===== src/rtl/fetch_stage_if.sv =====
// Instruction-memory read port between the fetch stage and a synchronous,
// one-cycle-latency instruction memory.
interface fetch_stage_if #(
  parameter int AWIDTH = 32,
  parameter int DWIDTH = 32
);
  logic              imem_req;
  logic [AWIDTH-1:0] imem_addr;
  logic [DWIDTH-1:0] imem_rdata;

  modport master (output imem_req, output imem_addr, input imem_rdata);
  modport slave  (input imem_req, input imem_addr, output imem_rdata);
endinterface


===== src/rtl/fetch_stage.sv =====
// RV32I instruction-fetch stage: PC, instruction-memory request, stall hold
// buffer and the IF/ID pipeline register.
//
// state | meaning
// BOOT  | first cycle after reset, no fetch request
// RUN   | fetching one instruction per cycle unless stalled
module fetch_stage #(
  parameter int                DWIDTH   = 32,
  parameter int                AWIDTH   = 32,
  parameter logic [AWIDTH-1:0] BASEADDR = 32'h0100_0000,
  parameter logic [DWIDTH-1:0] NOP      = 32'h0000_0013
) (
  input  logic               clk,
  input  logic               rst_n,
  input  logic               stall_if,
  input  logic               ifid_wren,
  input  logic               ifid_flush,
  input  logic               e_redirect,
  input  logic [AWIDTH-1:0]  e_target,
  fetch_stage_if.master      imem,
  output logic [AWIDTH-1:0]  f_pc,
  output logic [DWIDTH-1:0]  f_insn,
  output logic               f_valid,
  output logic [AWIDTH-1:0]  d_pc,
  output logic [DWIDTH-1:0]  d_insn,
  output logic               d_valid,
  output logic [31:0]        fetch_count
);

  typedef enum logic {BOOT = 1'b0, RUN = 1'b1} state_t;

  state_t            state_q, state_d;
  logic              req;
  logic [AWIDTH-1:0] pc_q;
  logic [AWIDTH-1:0] redirect_pc;
  logic              resp_v_q;
  logic [AWIDTH-1:0] resp_pc_q;
  logic              hold_v;
  logic [AWIDTH-1:0] hold_pc;
  logic [DWIDTH-1:0] hold_insn;

  always_ff @(posedge clk) begin
    if (!rst_n) state_q <= BOOT;
    else        state_q <= state_d;
  end

  always_comb begin
    state_d = state_q;
    case (state_q)
      BOOT:    state_d = RUN;
      RUN:     state_d = RUN;
      default: state_d = BOOT;
    endcase
  end

  always_comb begin
    req = 1'b0;
    if (state_q == RUN) req = ~stall_if;
  end

  assign imem.imem_req  = req;
  assign imem.imem_addr = pc_q;
  assign redirect_pc    = e_target & ~AWIDTH'(3);

  // A redirect still lets the request go out; its response is squashed here.
  always_ff @(posedge clk) begin
    if (!rst_n) begin
      pc_q      <= BASEADDR;
      resp_v_q  <= 1'b0;
      resp_pc_q <= BASEADDR;
    end else begin
      resp_v_q <= req & ~e_redirect;
      if (req) resp_pc_q <= pc_q;
      if (e_redirect) pc_q <= redirect_pc;
      else if (req)   pc_q <= pc_q + AWIDTH'(4);
    end
  end

  // The memory never re-presents data, so a response landing during a stall
  // is parked here until the stall releases.
  always_ff @(posedge clk) begin
    if (!rst_n) begin
      hold_v    <= 1'b0;
      hold_pc   <= BASEADDR;
      hold_insn <= NOP;
    end else if (e_redirect || !stall_if) begin
      hold_v <= 1'b0;
    end else if (resp_v_q && !hold_v) begin
      hold_v    <= 1'b1;
      hold_pc   <= resp_pc_q;
      hold_insn <= imem.imem_rdata;
    end
  end

  always_comb begin
    f_valid = 1'b0;
    f_pc    = pc_q;
    f_insn  = NOP;
    if (hold_v) begin
      f_valid = 1'b1;
      f_pc    = hold_pc;
      f_insn  = hold_insn;
    end else if (resp_v_q) begin
      f_valid = 1'b1;
      f_pc    = resp_pc_q;
      f_insn  = imem.imem_rdata;
    end
  end

  always_ff @(posedge clk) begin
    if (!rst_n) begin
      d_pc        <= BASEADDR;
      d_insn      <= NOP;
      d_valid     <= 1'b0;
      fetch_count <= 32'd0;
    end else begin
      if (ifid_flush) begin
        d_insn  <= NOP;
        d_valid <= 1'b0;
      end else if (ifid_wren) begin
        d_pc    <= f_pc;
        d_insn  <= f_insn;
        d_valid <= f_valid;
      end
      if (ifid_wren && !ifid_flush && f_valid) fetch_count <= fetch_count + 32'd1;
    end
  end

endmodule


===== src/flat_wrapper.sv =====
// flat-port wrapper written by rule: the top's interface ports become plain ports
module fetch_stage_flat 
#(
  parameter int                DWIDTH   = 32,
  parameter int                AWIDTH   = 32,
  parameter logic [AWIDTH-1:0] BASEADDR = 32'h0100_0000,
  parameter logic [DWIDTH-1:0] NOP      = 32'h0000_0013
)
  (clk, rst_n, stall_if, ifid_wren, ifid_flush, e_redirect, e_target, f_pc, f_insn, f_valid, d_pc, d_insn, d_valid, fetch_count, imem_imem_req, imem_imem_addr, imem_imem_rdata);
  fetch_stage_if #(.AWIDTH(AWIDTH), .DWIDTH(DWIDTH)) imem_i ();
  input  logic clk;
  input  logic rst_n;
  input  logic stall_if;
  input  logic ifid_wren;
  input  logic ifid_flush;
  input  logic e_redirect;
  input  logic [AWIDTH-1:0] e_target;
  output logic [AWIDTH-1:0] f_pc;
  output logic [DWIDTH-1:0] f_insn;
  output logic f_valid;
  output logic [AWIDTH-1:0] d_pc;
  output logic [DWIDTH-1:0] d_insn;
  output logic d_valid;
  output logic [31:0] fetch_count;
  output wire logic [$bits(imem_i.imem_req)-1:0] imem_imem_req;
  output wire logic [$bits(imem_i.imem_addr)-1:0] imem_imem_addr;
  input wire logic [$bits(imem_i.imem_rdata)-1:0] imem_imem_rdata;
  assign imem_imem_req = imem_i.imem_req;
  assign imem_imem_addr = imem_i.imem_addr;
  assign imem_i.imem_rdata = imem_imem_rdata;
  fetch_stage #(.DWIDTH(DWIDTH), .AWIDTH(AWIDTH), .BASEADDR(BASEADDR), .NOP(NOP)) u_core (.clk(clk), .rst_n(rst_n), .stall_if(stall_if), .ifid_wren(ifid_wren), .ifid_flush(ifid_flush), .e_redirect(e_redirect), .e_target(e_target), .imem(imem_i), .f_pc(f_pc), .f_insn(f_insn), .f_valid(f_valid), .d_pc(d_pc), .d_insn(d_insn), .d_valid(d_valid), .fetch_count(fetch_count));
endmodule

===== config.mk =====
export PLATFORM = sky130hd
export DESIGN_NAME = fetch_stage_flat
export DESIGN_NICKNAME = d
export VERILOG_FILES = /design/src/rtl/fetch_stage_if.sv /design/src/rtl/fetch_stage.sv /design/src/flat_wrapper.sv
export SDC_FILE = /design/constraint.sdc
export NUM_CORES = 1
export LEC_CHECK = 0
export CAP_MARGIN = 10
export CELL_PAD_IN_SITES_DETAIL_PLACEMENT = 0
export CELL_PAD_IN_SITES_GLOBAL_PLACEMENT = 1
export CORE_MARGIN = 2
export CORE_UTILIZATION = 31
export CTS_CLUSTER_DIAMETER = 120
export DETAILED_ROUTE_END_ITERATION = 6
export PLACE_DENSITY_LB_ADDON = 0.1
export SLEW_MARGIN = 30
export SYNTH_ARGS = -nofsm -noshare
export SYNTH_HDL_FRONTEND = slang
export SYNTH_SLANG_ARGS = --single-unit

===== constraint.sdc =====
create_clock -name clk -period 2 [get_ports clk]
set_input_delay 0.6 -clock clk [delete_from_list [all_inputs] [get_ports clk]]
set_output_delay 0.6 -clock clk [all_outputs]
set_load 0.02 [all_outputs]

==> flow_summary.json <==
{
  "grt_overall_usage_pct": 20.8,
  "setup_ws_ps": -361,
  "global_route.overflow_total": 0,
  "fin_setup_tns_ps": -18100,
  "grt_pass1_vias": 10197,
  "cts_inserted_buffers": 27,
  "final_setup_violation_count": 77,
  "synth-edff-count": 0,
  "skew_ps": 11.7,
  "cts_buffer_depth": 3,
  "fillCellCount": 2940,
  "synth_area_leader_cell": "dfxtp_1",
  "floorplan.core_area_um2": 31400,
  "timing_hold_violations_final": 0,
  "vertical_extent_of_the_die_um": 182,
  "synthesized_instance_count": 1295,
  "critical_path_launch_point_type": "flip-flop",
  "cts_hold_buf": 0,
  "p_leak_uw": 0.00675,
  "clock-sinks": 220,
  "drc": 0,
  "timing.final.crit_period_ps": 2360,
  "result_of_the_run": "finished, violations left",
  "drt-initial-drc-count": 435,
  "boundaryPins": 265,
  "power_uw": 11000,
  "ys_warn_count": 0,
  "routability_congestion_estimate_from_global_placement": 0.767,
  "synthDominantCellAreaShare_pct": 44.8,
  "wire_per_inst_um": 17.7,
  "ff2ff_setup_slack_ps": -320,
  "design_area_um2": 17000,
  "nNetsFinal": 1819,
  "capture_instance_of_the_worst_register_to_register_path": "u_core.d_pc[5]",
  "criticalPathCategory": "reg2out",
  "start_util_pct": 31.3,
  "synth-seq-area-share_pct": 44.8,
  "clock_latency_ps": 530,
  "placement_rows": 65,
  "final_util_pct": 54.2,
  "postRouteWirelength_mm": 38.3,
  "syn_area_um2": 9830,
  "syn_area_per_cell_um2": 7.59,
  "worst_pin_slew_ps": 625,
  "unrepaired_setup_endpoints_after_global_routing": "yes",
  "ys_top_cells_by_count": "nand2_1 (385), dfxtp_1 (220), a21oi_1 (173), o21ai_0 (92), clkbuf_1 (82)",
  "synth_most_common_cell": "nand2_1",
  "floorplan.die.width_um": 182,
  "root_buffer": "clkbuf_16",
  "ys_async_sr_fraction_pct": 0,
  "yosys-top-cells-area": "dfxtp_1 (45%), nand2_1 (15%), a21oi_1 (8.8%), o21ai_0 (4.7%), mux2i_1 (3.5%)",
  "drt.antenna.violating_nets": 0,
  "rr_startpoint": "u_core.resp_v_q",
  "clock.fmax_mhz": 424,
  "critPathMaxFanout": 12,
  "via_count": 10864,
  "firstDrtPassIters": 6,
  "maximum_number_of_pins_on_one_net_before_global_route_repair": 67,
  "post_route_cells_drive_above_1_share_pct": 33.2,
  "maxCapViolations": 0,
  "end_kind": "primary output",
  "flow.area_growth_from_synthesis_pct": 73.0,
  "first_pass_grt_wire_length_mm": 55.7,
  "period_share_pct": 118,
  "setup.worst_path.start": "u_core.resp_v_q",
  "maxSlewHeadroom_pct": 58.3,
  "failed_checks": "setup timing",
  "antenna_found_initial": 0,
  "worstRegToRegCells": 15,
  "tritoncts_clock_tree": "built",
  "worst-endpoint-arrival_ps": 1760,
  "irDropWorstVdd_mv": 0.548,
  "critical_path.endpoint": "f_pc[8]",
  "ys_seq_elements": 220,
  "cts.clk_slew.worst_paths_ps": 50,
  "io_buffers": 256,
  "design.die.area_um2": 33100,
  "p_per_area_nw_per_um2": 647,
  "unique_masters_post_synth": 53,
  "cts_htree_levels": 1,
  "vias_per_cell": 5.01,
  "dp.final_hpwl_mm": 23.5,
  "worstHoldPathType": "reg2reg",
  "worstPathRequired_ps": 1400,
  "place_area_um2": 14100,
  "synth_ff_type": "dfxtp_1",
  "antennaDiodeCount": 0,
  "drv_slew": 0
}
-- layout make-up --
cell class / instances / area, um^2 / area share (%)
repair buffers: 523 / 5180 / 30.4
inverters: 11 / 43.8 / 0.258
clock buffers: 42 / 802 / 4.72
clock inverters: 6 / 82.6 / 0.486
multi-input cells: 964 / 5930 / 34.9
flip-flops and latches: 220 / 4460 / 26.3
well taps: 402 / 503 / 2.96
-- report_power, final --
group	switching [uW]	internal, uW	leakage [uW]	total (uW)
clock network	1920	2990	0.000433	4910
registers	106	4480	0.00180	4580
logic	776	729	0.00452	1510
total	2810	8190	0.00675	11000
-- state kept, by name (all words and copies together), names as in the netlist, 30 cells and up --
| signal | cells |
|---|---|
| u_core.imem.imem_addr | 30 |
| u_core.resp_pc_q | 30 |
| u_core.d_pc | 30 |
| u_core.d_insn | 32 |
| u_core.fetch_count | 32 |
| u_core.hold_insn | 32 |
| u_core.hold_pc | 30 |
-- metrics by stage --
step	instances	hold slack, ps	setup WS, ps
global route	2168	459	-414
floorplan	1300	436	-180
CTS	2112	445	-413
finish	2168	451	-361
global placement	2016	442	-595
detailed placement	2016	446	-603
-- kinds of logic (layout without fill, tap and decap cells) --
family | count (synthesis) | count (layout) | share of synthesized area [%]
simple gates | 578 | 582 | 26.8
compound gates | 320 | 320 | 17.9
flops | 220 | 220 | 44.8
buf+inv | 120 | 582 | 4.98
mux | 35 | 35 | 3.58
xor+xnor | 19 | 19 | 1.69
fa+ha+maj | 2 | 2 | 0.255
other cells | 1 | 6 | 0.0382
-- worst min path at each step --
stage | slack, ps | cells after the start | endpoint | startpoint
after floorplan | 440 | 2 | u_core.hold_insn[10] | u_core.hold_insn[10]
after global placement | 440 | 2 | u_core.hold_insn[9] | u_core.hold_insn[9]
after detailed placement | 450 | 2 | u_core.d_pc[6] | u_core.d_pc[6]
after CTS | 450 | 2 | u_core.state_q | rst_n
after global routing | 460 | 2 | u_core.state_q | rst_n
final | 450 | 2 | u_core.d_pc[6] | u_core.d_pc[6]
-- layer usage --
metal  GRT usage [%]  vias up  part of all wire [%]
li1                -     5367                     -
met1            25.6     5219                    43
met2            37.7      228                    50
met3            3.77       50                   4.8
met4            4.87        0                   1.8
met5               0        -                     0
-- critical path, stage by stage, from the launching register on --
cell and delay [ps]:
dfxtp_4 450, buf_12 180, mux2i_1 250, o21ai_2 100
clkdlybuf4s15_2 260
-- placed cells by master (no fill, tap or decap), drive strengths merged, types with 16 or more instances in the layout --
| cell | count |
|---|---|
| nand2 | 385 |
| buf | 326 |
| dfxtp | 220 |
| a21oi | 173 |
| dlygate4sd2 | 96 |
| o21ai | 92 |
| clkbuf | 64 |
| clkdlybuf4s50 | 63 |
| nand2b | 36 |
| mux2i | 34 |
| nand3 | 28 |
| nor2 | 25 |
| or4 | 24 |
| nand4 | 19 |
| o31ai | 16 |
-- timing repair --
action / 4_1_cts / 5_1_grt
cloned: 6 / 12
buffers inserted: 45 / 46
pin swaps: 22 / 75
gates resized for setup: 570 / 235
setup endpoints to repair: 207 / 107
(Power assumes the default switching activity.)
==> edit 1 (same settings) <==
`AWIDTH` is set to 32 in 3 places; all go to 64.
--- a/src/rtl/fetch_stage_if.sv
+++ b/src/rtl/fetch_stage_if.sv
@@ -1,7 +1,7 @@
 // Instruction-memory read port between the fetch stage and a synchronous,
 // one-cycle-latency instruction memory.
 interface fetch_stage_if #(
-  parameter int AWIDTH = 32,
+  parameter int AWIDTH = 64,
   parameter int DWIDTH = 32
 );
   logic              imem_req;
--- a/src/rtl/fetch_stage.sv
+++ b/src/rtl/fetch_stage.sv
@@ -6,7 +6,7 @@
 // RUN   | fetching one instruction per cycle unless stalled
 module fetch_stage #(
   parameter int                DWIDTH   = 32,
-  parameter int                AWIDTH   = 32,
+  parameter int                AWIDTH   = 64,
   parameter logic [AWIDTH-1:0] BASEADDR = 32'h0100_0000,
   parameter logic [DWIDTH-1:0] NOP      = 32'h0000_0013
 ) (
--- a/src/flat_wrapper.sv
+++ b/src/flat_wrapper.sv
@@ -2,7 +2,7 @@
 module fetch_stage_flat 
 #(
   parameter int                DWIDTH   = 32,
-  parameter int                AWIDTH   = 32,
+  parameter int                AWIDTH   = 64,
   parameter logic [AWIDTH-1:0] BASEADDR = 32'h0100_0000,
   parameter logic [DWIDTH-1:0] NOP      = 32'h0000_0013
 )
Ports: changed (resized d_pc, e_target, f_pc and imem_imem_addr); port bits go from 265 to 393. The function was not compared with the original's and may differ.
==> edit 1 against the original RTL <==
- the flow still finishes with violations (setup timing)
- utilization is 3.1 points lower
- worst setup slack worse by 130 ps
- area after synthesis is 61% higher
- total power is 58% higher
- cell count is 54% higher
- sequential power is 59% higher
- clock power is 56% higher
- sequential cell count is 128 higher
- routed wire length is 62% higher
- cell area is 51% higher
- non-clock buffer count is 189 higher
- worst hold slack better by 1.8 ps
- die area is 60% higher
==> edit 1: results (changes against the original RTL) <==
INFO  metric outcome = finished, violations left
INFO  metric failed_checks = setup timing
INFO  metric share_clk_of_total_power = 44.0% (-0.7 points)
INFO  metric routed-wl-met2 = 29300 um (+53%)
INFO  metric cts_post_setup_buffers_inserted = 44 (-2.2%)
INFO  metric fill_cells = 4874 (+66%)
INFO  metric post_drt_via_cell_ratio = 4.94 (-1.4%)
INFO  metric met1_usage = 29.7% (+4.1 points)
INFO  metric finalNonFillerCells = 3332 (+54%)
INFO  metric groute.usage.overall = 22.7% (+1.9 points)
INFO  metric clk_latency = 560 ps (+30 ps)
INFO  metric synth_adder_area_share = 0.158% (-0.097 points)
INFO  metric clock_tree.htree_level_count = 2 (+1)
INFO  metric final.setup.worst_slack = -488 ps (-127 ps)
INFO  metric globalRouteMet3Util = 4.87% (+1.1 points)
INFO  metric routedLengthMet1 = 27800 um (+67%)
INFO  metric dp_hpwl = 42500 um (+81%)
INFO  metric finish.net_count = 2735 (+50%)
INFO  metric setup_total_negative_slack = -36530 ps (-18430 ps)
INFO  metric fin_worst_hold_slack = 452 ps (+1.75 ps)
INFO  metric top_signal_layer_used = met5
INFO  metric final.setup_skew = 13.6 ps (+1.85 ps)
INFO  metric grt_pass1_vias = 16000 (+56%)
INFO  metric synth-xor-area-share = 3.21% (+1.5 points)
INFO  metric delay_of_the_slowest_cell_on_the_worst_path = 390 ps (-60 ps)
INFO  metric post_route_cells_drive_above_1_share = 31.1% (-2.0 points)
INFO  metric placed_cell_area = 22600 um^2 (+61%)
INFO  metric gr-usage-met2 = 37.9% (+0.22 points)
INFO  metric r2r_setup_slack = -150 ps (+170 ps)
INFO  metric finalSetupViolCount = 106 (+38%)
INFO  metric timing.critical_path.fanout_max = 7 (-5)
INFO  metric synth.area.mux_share = 8.54% (+5.0 points)
INFO  metric gpl.final_weighted_congestion = 0.804 (+4.8%)
INFO  metric cell_types_occupying_the_most_area_after_synthesis = dfxtp_1 (44%), nand2_1 (12%), mux2i_1 (8.5%)
INFO  metric initial_drc_count = 841 (+93%)
-- edit 1: cell families after synthesis --
group,count (synthesis)
compound gates,408
buf+inv,186
mux,135
flops,348
fa+ha+maj,2
other cells,1
xor+xnor,58
simple gates,904
-- edit 1: area by class of cell --
| class | count | area (um^2) | area share [%] |
|---|---|---|---|
| multi-input combinational | 1513 | 9590 | 37.4 |
| sequential | 348 | 7060 | 27.5 |
| timing repair buffer | 712 | 6740 | 26.3 |
| clock buffer | 69 | 1360 | 5.29 |
| tap | 672 | 841 | 3.28 |
| inverter | 13 | 56.3 | 0.219 |
| clock inverter | 4 | 20.0 | 0.0780 |
| antenna | 1 | 2.50 | 0.00975 |
-- edit 1: final timing paths --
path,from,to,depth (start not counted)
setup / recovery,u_core.resp_v_q,f_pc[57],6
hold / removal,u_core.hold_pc[49],u_core.hold_pc[49],2
setup reg to reg,u_core.imem.imem_addr[22],u_core.imem.imem_addr[53],5
hold reg to reg,u_core.hold_pc[49],u_core.hold_pc[49],2
==> edit 2 (config.mk and constraints unchanged) <==
Made on the original files. Reset style: asynchronous (`rst_n`), changed in 4 clocked blocks.
--- a/src/rtl/fetch_stage.sv
+++ b/src/rtl/fetch_stage.sv
@@ -39,7 +39,7 @@
   logic [AWIDTH-1:0] hold_pc;
   logic [DWIDTH-1:0] hold_insn;
 
-  always_ff @(posedge clk) begin
+  always_ff @(posedge clk or negedge rst_n) begin
     if (!rst_n) state_q <= BOOT;
     else        state_q <= state_d;
   end
@@ -63,7 +63,7 @@
   assign redirect_pc    = e_target & ~AWIDTH'(3);
 
   // A redirect still lets the request go out; its response is squashed here.
-  always_ff @(posedge clk) begin
+  always_ff @(posedge clk or negedge rst_n) begin
     if (!rst_n) begin
       pc_q      <= BASEADDR;
       resp_v_q  <= 1'b0;
@@ -78,7 +78,7 @@
 
   // The memory never re-presents data, so a response landing during a stall
   // is parked here until the stall releases.
-  always_ff @(posedge clk) begin
+  always_ff @(posedge clk or negedge rst_n) begin
     if (!rst_n) begin
       hold_v    <= 1'b0;
       hold_pc   <= BASEADDR;
@@ -107,7 +107,7 @@
     end
   end
 
-  always_ff @(posedge clk) begin
+  always_ff @(posedge clk or negedge rst_n) begin
     if (!rst_n) begin
       d_pc        <= BASEADDR;
       d_insn      <= NOP;
Behaviour: differs if rst_n is asserted again (counterexample within 4 cycles, from zero or initial values and one cycle with rst_n low); with rst_n held inactive, the same outputs for 4 cycles.
==> edit 2 against the original RTL <==
- non-clock buffer count shrank 93
- sequential cell count did not move
- routed wire length decreased by 14%
- first-iteration DRC count decreased by 13%
- area after synthesis up 3.3%
- register-to-register slack better by 60 ps
- cell count shrank 17%
- the flow still finishes with violations (setup timing)
- clock skew is 1.7 ps lower
- via count shrank 21%
- cell area down 3.2%
- critical path type unchanged
- worst setup slack worse by 130 ps
Power is not compared: it rests on default switching activity, and its combinational part moved more than twofold at a synthesized area within 25%.
==> edit 2: results (changes against the original RTL) <==
INFO  metric finish.net_count = 1404 (-23%)
INFO  metric ys_types = 41 (-23%)
INFO  metric timing.critical_path.fanout_max = 6 (-6)
INFO  metric grt_pass1_vias = 8451 (-17%)
INFO  metric total_iterations_of_the_first_detailed_routing_run = 4 (-2)
INFO  metric postSynth.asyncResetShare = 100% (+100 points)
INFO  metric signal_buffer_area_fraction = 25.6% (-4.8 points)
INFO  metric finalSetupViolCount = 131 (+70%)
INFO  metric r2r_setup_slack = -260 ps (+60 ps)
INFO  metric outcome = finished, violations left
INFO  metric timing.hold.worst.start = u_core.fetch_count[31]
INFO  metric via_count = 8586 (-21%)
INFO  metric placed_cells = 1684 (-16%)
INFO  metric cell_types_occupying_the_most_area_after_synthesis = dfrtp_1 (52%), mux2_2 (10%), mux2i_1 (5.8%)
INFO  metric layout-area-overhead-vs-synth = 62.0%
INFO  metric worst_path_max_delay_cell = dfrtp_2
INFO  metric globalRouteMet3Util = 3.44% (-0.33 points)
INFO  metric tritoncts.num_buffers = 28 (+3.7%)
INFO  metric critPathArrivalTime = 1890 ps (+130 ps)
INFO  metric final.setup.worst_slack = -490 ps (-129 ps)
INFO  metric routed-wl-met2 = 15000 um (-21%)
INFO  metric timing.rr.end = u_core.hold_pc[22]
INFO  metric aggregate_routed_wire_length = 32800 um (-14%)
INFO  metric gpl.final_weighted_congestion = 0.767 (-0.10%)
INFO  metric failed_checks = setup timing
INFO  metric initial_antenna_violation_count = 1 (+1)
INFO  metric setup_total_negative_slack = -36990 ps (-18890 ps)
INFO  metric multi_input_area = 5080 um^2 (-14%)
INFO  metric relSlewSlack = 56.8% (-1.5 points)
edit 2: worst max path at each step:
stage / startpoint / end / slack, ps
after floorplan: u_core.resp_v_q / f_pc[12] / -80
after global routing: u_core.resp_v_q / f_pc[14] / -570
after CTS: u_core.resp_v_q / f_pc[24] / -630
after global placement: stall_if / imem_imem_req / -640
final: u_core.resp_v_q / f_insn[12] / -490
after detailed placement: stall_if / imem_imem_req / -610
edit 2: cells by family (layout without fill, tap and decap cells):
family	Yosys count	after routing	share of synthesized area, %
flops	220	220	54.3
xor+xnor	43	43	3.71
buf+inv	77	494	3.20
simple gates	319	319	14.8
fa+ha+maj	2	2	0.246
compound gates	117	117	7.53
other cells	2	8	0.0739
mux	152	152	16.1
edit 2: what timing repair did:
action,in CTS,in global routing
hold buffers,1,0
pin swaps,9,45
endpoints found under the setup margin,256,166
endpoints found under the hold margin,30,0
gates resized for setup,596,223
buffers inserted,23,27
gates cloned,3,10
